--- src/rtl/sram_rw_scheduler_pkg.sv ---
// rtl/sram_rw_scheduler_pkg.sv - shared state encoding and default constants for the SRAM read/write scheduler
package sram_rw_scheduler_pkg;

  typedef enum logic [1:0] {
    CAL_WAIT = 2'd0,
    IDLE     = 2'd1,
    WRITE    = 2'd2,
    READ     = 2'd3
  } sched_state_e;

  localparam int DEF_ADDR_WIDTH = 19;
  localparam int DEF_BURST_LEN  = 8;
  localparam int DEF_WR_URGENT  = 64;

  localparam logic GRANT_RD = 1'b0;
  localparam logic GRANT_WR = 1'b1;

endpackage

--- src/rtl/sram_rw_scheduler_ring_ptr.sv ---
// rtl/sram_rw_scheduler_ring_ptr.sv - write/read pointers and occupancy of the SRAM ring buffer
module sram_ring_ptr #(
  parameter int ADDR_WIDTH = 19
) (
  input  logic                  clk,
  input  logic                  reset,
  input  logic                  wr_acc,
  input  logic                  rd_acc,
  output logic [ADDR_WIDTH-1:0] wr_ptr,
  output logic [ADDR_WIDTH-1:0] rd_ptr,
  output logic [ADDR_WIDTH:0]   used
);

  // Only one command is accepted per cycle, so the two updates never coincide.
  always_ff @(posedge clk) begin
    if (reset) begin
      wr_ptr <= '0;
      rd_ptr <= '0;
      used   <= '0;
    end else if (wr_acc) begin
      wr_ptr <= wr_ptr + 1'b1;
      used   <= used + 1'b1;
    end else if (rd_acc) begin
      rd_ptr <= rd_ptr + 1'b1;
      used   <= used - 1'b1;
    end
  end

endmodule

--- src/rtl/sram_rw_scheduler.sv ---
// rtl/sram_rw_scheduler.sv - arbitrates bursts of SRAM writes (input FIFO -> ring) and reads (ring -> output)
module sram_rw_scheduler
  import sram_rw_scheduler_pkg::*;
#(
  parameter int ADDR_WIDTH = DEF_ADDR_WIDTH,
  parameter int BURST_LEN  = DEF_BURST_LEN,
  parameter int WR_URGENT  = DEF_WR_URGENT
) (
  input  logic                  clk,
  input  logic                  reset,
  input  logic                  cal_done,
  input  logic                  in_fifo_empty,
  input  logic [31:0]           in_fifo_cnt,
  output logic                  in_fifo_rden,
  input  logic [15:0]           out_fifo_room,
  output logic                  sram_cmd_valid,
  input  logic                  sram_cmd_ready,
  output logic                  sram_cmd_wr,
  output logic [ADDR_WIDTH-1:0] sram_addr,
  output logic [ADDR_WIDTH:0]   sram_used,
  output logic                  rd_issued
);

  localparam int CW = $clog2(BURST_LEN + 1);
  localparam logic [ADDR_WIDTH:0] CAP      = {1'b1, {ADDR_WIDTH{1'b0}}};
  localparam logic [ADDR_WIDTH:0] CAP_M1   = {1'b0, {ADDR_WIDTH{1'b1}}};
  localparam logic [ADDR_WIDTH:0] ONE      = (ADDR_WIDTH+1)'(1);
  localparam logic [15:0]         ROOM_MIN = 16'(BURST_LEN);
  localparam logic [31:0]         URGENT   = 32'(WR_URGENT);
  localparam logic [CW-1:0]       BURST_LAST = CW'(BURST_LEN - 1);

  sched_state_e          state;
  logic [CW-1:0]         burst_cnt;
  logic                  last_grant;
  logic [ADDR_WIDTH-1:0] wr_ptr;
  logic [ADDR_WIDTH-1:0] rd_ptr;
  logic                  accepted;
  logic                  wr_acc;
  logic                  rd_acc;
  logic                  wr_elig;
  logic                  rd_elig;
  logic                  pick_wr;
  logic                  wr_more;
  logic                  rd_more;

  assign accepted     = sram_cmd_valid && sram_cmd_ready;
  assign wr_acc       = accepted && sram_cmd_wr;
  assign rd_acc       = accepted && !sram_cmd_wr;
  assign in_fifo_rden = wr_acc;
  assign rd_issued    = rd_acc;

  assign wr_elig = !in_fifo_empty && (sram_used < CAP);
  assign rd_elig = (sram_used != '0) && (out_fifo_room >= ROOM_MIN);
  assign pick_wr = wr_elig && (!rd_elig || (in_fifo_cnt >= URGENT) || (last_grant == GRANT_RD));

  // Eligibility as it will stand once the command being accepted now has taken effect.
  assign wr_more = (in_fifo_cnt > 32'd1) && (sram_used < CAP_M1);
  assign rd_more = (sram_used > ONE);

  sram_ring_ptr #(.ADDR_WIDTH(ADDR_WIDTH)) u_ring_ptr (
    .clk    (clk),
    .reset  (reset),
    .wr_acc (wr_acc),
    .rd_acc (rd_acc),
    .wr_ptr (wr_ptr),
    .rd_ptr (rd_ptr),
    .used   (sram_used)
  );

  always_ff @(posedge clk) begin
    if (reset) begin
      state          <= CAL_WAIT;
      burst_cnt      <= '0;
      last_grant     <= GRANT_RD;
      sram_cmd_valid <= 1'b0;
      sram_cmd_wr    <= 1'b0;
      sram_addr      <= '0;
    end else begin
      case (state)
        CAL_WAIT: if (cal_done) state <= IDLE;
        IDLE: begin
          if (!cal_done) begin
            state <= CAL_WAIT;
          end else if (wr_elig || rd_elig) begin
            state          <= pick_wr ? WRITE : READ;
            sram_cmd_valid <= 1'b1;
            sram_cmd_wr    <= pick_wr;
            sram_addr      <= pick_wr ? wr_ptr : rd_ptr;
            last_grant     <= pick_wr;
            burst_cnt      <= '0;
          end
        end
        WRITE, READ: begin
          // The address register tracks the active pointer, so +1 follows it through the wrap.
          if (accepted) begin
            burst_cnt <= burst_cnt + 1'b1;
            if (!cal_done || (burst_cnt == BURST_LAST) || !(sram_cmd_wr ? wr_more : rd_more)) begin
              sram_cmd_valid <= 1'b0;
              state          <= cal_done ? IDLE : CAL_WAIT;
            end else begin
              sram_addr <= sram_addr + 1'b1;
            end
          end
        end
        default: state <= CAL_WAIT;
      endcase
    end
  end

endmodule

--- config.mk ---
export PLATFORM = sky130hd
export DESIGN_NAME = sram_rw_scheduler
export DESIGN_NICKNAME = d
export VERILOG_FILES = /design/src/rtl/sram_rw_scheduler_pkg.sv /design/src/rtl/sram_rw_scheduler_ring_ptr.sv /design/src/rtl/sram_rw_scheduler.sv
export SDC_FILE = /design/constraint.sdc
export NUM_CORES = 1
export LEC_CHECK = 0
export ABC_CLOCK_PERIOD_IN_PS = 7100
export BUFFER_PORTS_ARGS = -buffer_cell sky130_fd_sc_hd__buf_2
export CAP_MARGIN = 20
export CORE_UTILIZATION = 45
export CTS_CLUSTER_DIAMETER = 200
export DETAILED_ROUTE_END_ITERATION = 10
export PLACE_DENSITY = 0.67
export SYNTH_ARGS = -nofsm -noshare
export SYNTH_HDL_FRONTEND = slang
export SYNTH_SLANG_ARGS = --single-unit
--- constraint.sdc ---
create_clock -name clk -period 7.1 [get_ports clk]
set_input_delay 0.355 -clock clk [delete_from_list [all_inputs] [get_ports clk]]
set_output_delay 0.355 -clock clk [all_outputs]
set_load 0.01 [all_outputs]
-- Word level (Yosys, flattened, before mapping)
Cells that the tools add are included.
- register bits after elaboration: 85
- output and inout port bits: 43
- add/sub/neg operators: 6
- magnitude comparators: 6
- eq/ne operators: 11
- muxes and demuxes: 26
- bitwise logic cells: 2
- reduce and logical (&&, ||, !) cells: 28
- operators with widths (cell ; count):
    19-bit 2-to-1 mux ; 5
    19-bit by 1-bit adder with 19-bit output (second input constant) ; 3
    20-bit 2-to-1 mux ; 2
    19-bit case mux with 2 select lines ; 1
    32-bit by 7-bit >= comparator with 1-bit output (second input constant) ; 1
    32-bit by 1-bit > comparator with 1-bit output (second input constant) ; 1
    20-bit by 1-bit adder with 20-bit output (second input constant) ; 1
    20-bit by 1-bit > comparator with 1-bit output (second input constant) ; 1
    20-bit by 19-bit < comparator with 1-bit output (second input constant) ; 1
    20-bit < comparator (second input constant) ; 1
    20-bit nonzero test ; 1
    20-bit by 1-bit subtractor with 20-bit output (second input constant) ; 1
    16-bit by 4-bit >= comparator with 1-bit output (second input constant) ; 1
    4-bit 2-to-1 mux ; 3
    2-bit != test (second input constant) ; 6
    2-bit 2-to-1 mux ; 5
    5-bit AND reduction ; 2
    4-bit case mux with 2 select lines ; 1
    4-bit AND reduction ; 2
    1-bit logical AND ; 7
    1-bit 2-to-1 mux ; 7
    2-bit case mux with 3 select lines ; 1
    1-bit logical NOT ; 5
    1-bit logical OR ; 5
    other kinds (12) ; 15

-- Longest topological paths before layout
- word-level depth: 10
- mapped depth: 10
- depth with buffers taken out: 9

-- Hierarchy
Synthesis repeated with hierarchy kept, for this count alone.
- cells, all modules: 676
- area, all modules: 5456.5 sq um
- by module, submodules not included (module ; times used ; cells an instance ; area each (sq um) ; sequential area each (sq um)):
    sram_ring_ptr ; 1 ; 409 ; 3393.3 ; 1161.1
    sram_rw_scheduler ; 1 ; 267 ; 2063.2 ; 540.5

-- Least setup slack after synthesis
Ideal clock, no wire load.
- kind: register to register
- start point: register u_ring_ptr.used[3]
- end point: register sram_addr[5]
- library setup time: 0.122 ns
- arrival: 2.298 ns
- required time: 6.978 ns
- setup slack: 4.680 ns
- stages on the path, launching flop included: 10
- buffers on the path: 2
- cells stage by stage: dfxtp_1 > buf_6 > or4_4 > nor3_4 > a31oi_2 > a21oi_2 > buf_6 > mux2i_1 > nor3_1 > a311o_1
- cells in the longest elaborated chain, start to end: 10
- RTL lines (item ; RTL line ; text):
    start: declaration ; sram_rw_scheduler_ring_ptr.sv:11 ; output logic [ADDR_WIDTH:0] used
    start signal: assignment ; sram_rw_scheduler_ring_ptr.sv:22 ; used <= used + 1'b1;
    start signal: assignment ; sram_rw_scheduler_ring_ptr.sv:25 ; used <= used - 1'b1;
    branches (longest 10 deep; another with 20-bit < comparator) ; -- ;
    end signal: assignment ; sram_rw_scheduler.sv:88 ; sram_addr <= pick_wr ? wr_ptr : rd_ptr;
    end signal: assignment ; sram_rw_scheduler.sv:101 ; sram_addr <= sram_addr + 1'b1;
    end: declaration ; sram_rw_scheduler.sv:19 ; output logic [ADDR_WIDTH-1:0] sram_addr,
Several ways; the timed one is not identified. The select of a mux whose other input is x is not followed.
A chain may end at the register's enable or synchronous reset.

-- Worst setup path after layout
- start point: register u_ring_ptr.used[2]
- end point: register sram_addr[5]
The elaborated chain is that of the path after synthesis.

==> out/qor.txt <==
share of layout cells above drive strength 1: 0.184
max incr delay on CP: 850 ps
crit start category: flip-flop
internal cell power: 0.868 mW
# setup viols final: 0
number of remaining DRC errors: 0
core area: 10500 um2
outcome: finished, final reports clean
Seq pwr share: 0.419
routed length per instance: 16.1 um
Setup crit end kind: flip-flop
first-pass GRT wire length: 22300 um
Reg clk slew, reported paths: 90 ps
Placer Congestion: 0.856
die width: 107 um
post-CTS sizing: 0
Slew Viols, Final: 0
Net Sw Power: 0.492 mW
TritonCTS Buffers: 9
PortBufs: 91
CP Buf/Inv Count: 0
Synth top area share: 0.344
CP Max Fanout: 15
switching part of the total power: 0.362
Slew headroom: 0.360
post-synthesis cell area: 4950 um2
Routed Antenna Nets: 0
Layout area overhead: 13.9%
worst path cell trace: or4_4 -> nor3_4 -> a31oi_2 -> a21oi_2 -> mux2i_1 -> nor3_1 -> a311o_1
Largest delay share family, worst path: compound AO/OA/AOI/OAI gates
Synth area leader: dfxtp_1
initial antenna violation count: 0
final hold vios: 0
EDFF count, synth: 0
Worst VDD drop: 0.000159 V
Max Cap Viol: 0
Routed WL: 13400 um
Die Area: 11400 um2
Fin Hold WS: 333 ps
critical path's slowest cell: a21oi_2
Synth area leaders: dfxtp_1, xor2_1, nor2_1, nand2_1, a21oi_1
Mapped Nets: 682
Setup Fix Bufs, Post-CTS: 0
die height: 107 um
Clock power frac: 0.269
commonest non-fill, non-tap cell in the layout: buf_2
sequential area share after synthesis: 0.344
CTS H-Tree Depth: 3
Top FF cell, synth: dfxtp_1
Slew @ Worst Pin: 959 ps
Hold Crit Class: in2reg
clock root buffer: clkbuf_8
Via density: 5.85
Max Freq: 302 MHz
combinational share of power: 0.313
YS warnings: 0
Max Root-Sink Buffers: 2
most frequent cells in the layout: buf_2, dfxtp_1, nor2_1, nand2_1, a21oi_1
clock tree from TritonCTS: built
largest net degree at the start of global routing: 89
I/O pin total: 96
Yosys reg bits: 85
Mean Syn Cell Area: 7.97 um2
Power Total: 1.36 mW
Setup TNS: 0 ps
clock skew: 12.3 ps
DRT iter0 DRCs: 391
dpl hpwl: 9520 um
routed vias: 4869
worst path arrival time: 3570 ps
Setup Crit Path Kind: reg2reg
GRT Total Usage: 0.243
minimum clock period after layout: 3320 ps
Synth cell types: 67
PwrDens: 241 nW/um2
Clock Sinks: 85
Hold Buf Count CTS: 0
Worst EP required: 7360 ps
Synth Instances: 621
Rows: 37
Pre-antenna DRT Iters: 5
Clk Latency, worst-skew pair: 360 ps
# diodes: 0
grt ovf: 0
Initial Util: 0.471
Pleak: 2.18 nW
ys async rst share: 0
Final Cycle Share: 0.467
vias in the first global route: 4493
RSZ-0062 raised after global routing: false
nets@finish: 752
-- path summary, 6_finish.rpt --
path	from	endpoint	slack [ps]	depth (start not counted)
hold / removal	cal_done	state[0]	330	3
setup / recovery	u_ring_ptr.used[2]	sram_addr[5]	3780	7
setup reg to reg	u_ring_ptr.used[2]	sram_addr[5]	3780	7
hold reg to reg	u_ring_ptr.rd_ptr[18]	u_ring_ptr.rd_ptr[18]	490	2
-- metrics by stage --
step / std cells / instance area (um2) / utilization / setup slack, ps
6_report: 832 / 5640 / 0.536 / 3780
5_1_grt: 832 / 5640 / 0.536 / 3620
4_1_cts: 832 / 5640 / 0.536 / 3820
3_5_place_dp: 816 / 5430 / 0.516 / 3820
3_3_place_gp: 816 / 5430 / 0.516 / 3800
2_1_floorplan: 621 / 4950 / - / 4680
-- worst min-delay path, stage by stage --
cell	delay (ps)
buf_2	140
nand2_1	70
a311oi_1	80
-- area by class of cell --
type,instances,area [um2]
clock buffers,12,155
repair buffers,93,470
fillers,1000,4870
clock inverters,4,55.1
multi-input cells,492,3050
well taps,136,170
flip-flops and latches,85,1700
inverters,10,37.5
-- power by group through the flow --
stage | logic [mW] | clock network [mW] | registers (mW)
global placement | 0.412 | 0 | 0.578
global route | 0.468 | 0.396 | 0.577
floorplan | 0.336 | 0 | 0.569
finish | 0.425 | 0.365 | 0.570
CTS | 0.424 | 0.378 | 0.568
detailed placement | 0.421 | 0 | 0.580
-- state kept, by name, indices dropped and copies added (netlist names) --
name / flops
sram_cmd_valid: 1
state: 2
u_ring_ptr.wr_ptr: 19
u_ring_ptr.used: 20
u_ring_ptr.rd_ptr: 19
sram_addr: 19
burst_cnt: 4
last_grant: 1
-- metal layers --
layer,vias to the layer above,part of all wire,wire length (um),global-route usage
met5,-,0,0,0
met4,0,0.014,192,0.0714
met3,15,0.047,626,0.0450
met2,135,0.50,6680,0.422
met1,2295,0.44,5890,0.305
li1,2424,-,-,-
-- cells in the mapped netlist (all sizes together) (2+ instances only) --
library cell	n
o221ai	3
o22ai	5
a31oi	4
a21oi	43
or3	19
nand4	21
xor2	33
nor3	17
o2111a	3
ha	8
xnor2	14
nor4	17
o31ai	9
a41oi	2
mux2i	11
or4	6
nand2b	5
nor4b	2
nand3	30
and3	13
o22a	4
o32ai	2
mux2	5
o21ai	26
nand2	67
o2bb2ai	3
o21a	4
dfxtp	85
nor2	73
a211o	2
o2111ai	3
and4	8
a211oi	7
and2	2
inv	9
buf	12
or2	3
clkbuf	22
-- cells by family after synthesis --
family	after synthesis	synth area share
flip-flops	85	0.344
adder cells (fa/ha/maj)	8	0.0202
multiplexers	16	0.0336
buffers and inverters	44	0.0402
AO/OA/AOI/OAI	135	0.188
AND/OR/NAND/NOR	286	0.291
XOR/XNOR	47	0.0832
No activity file was read; power rests on OpenSTA's default activity.
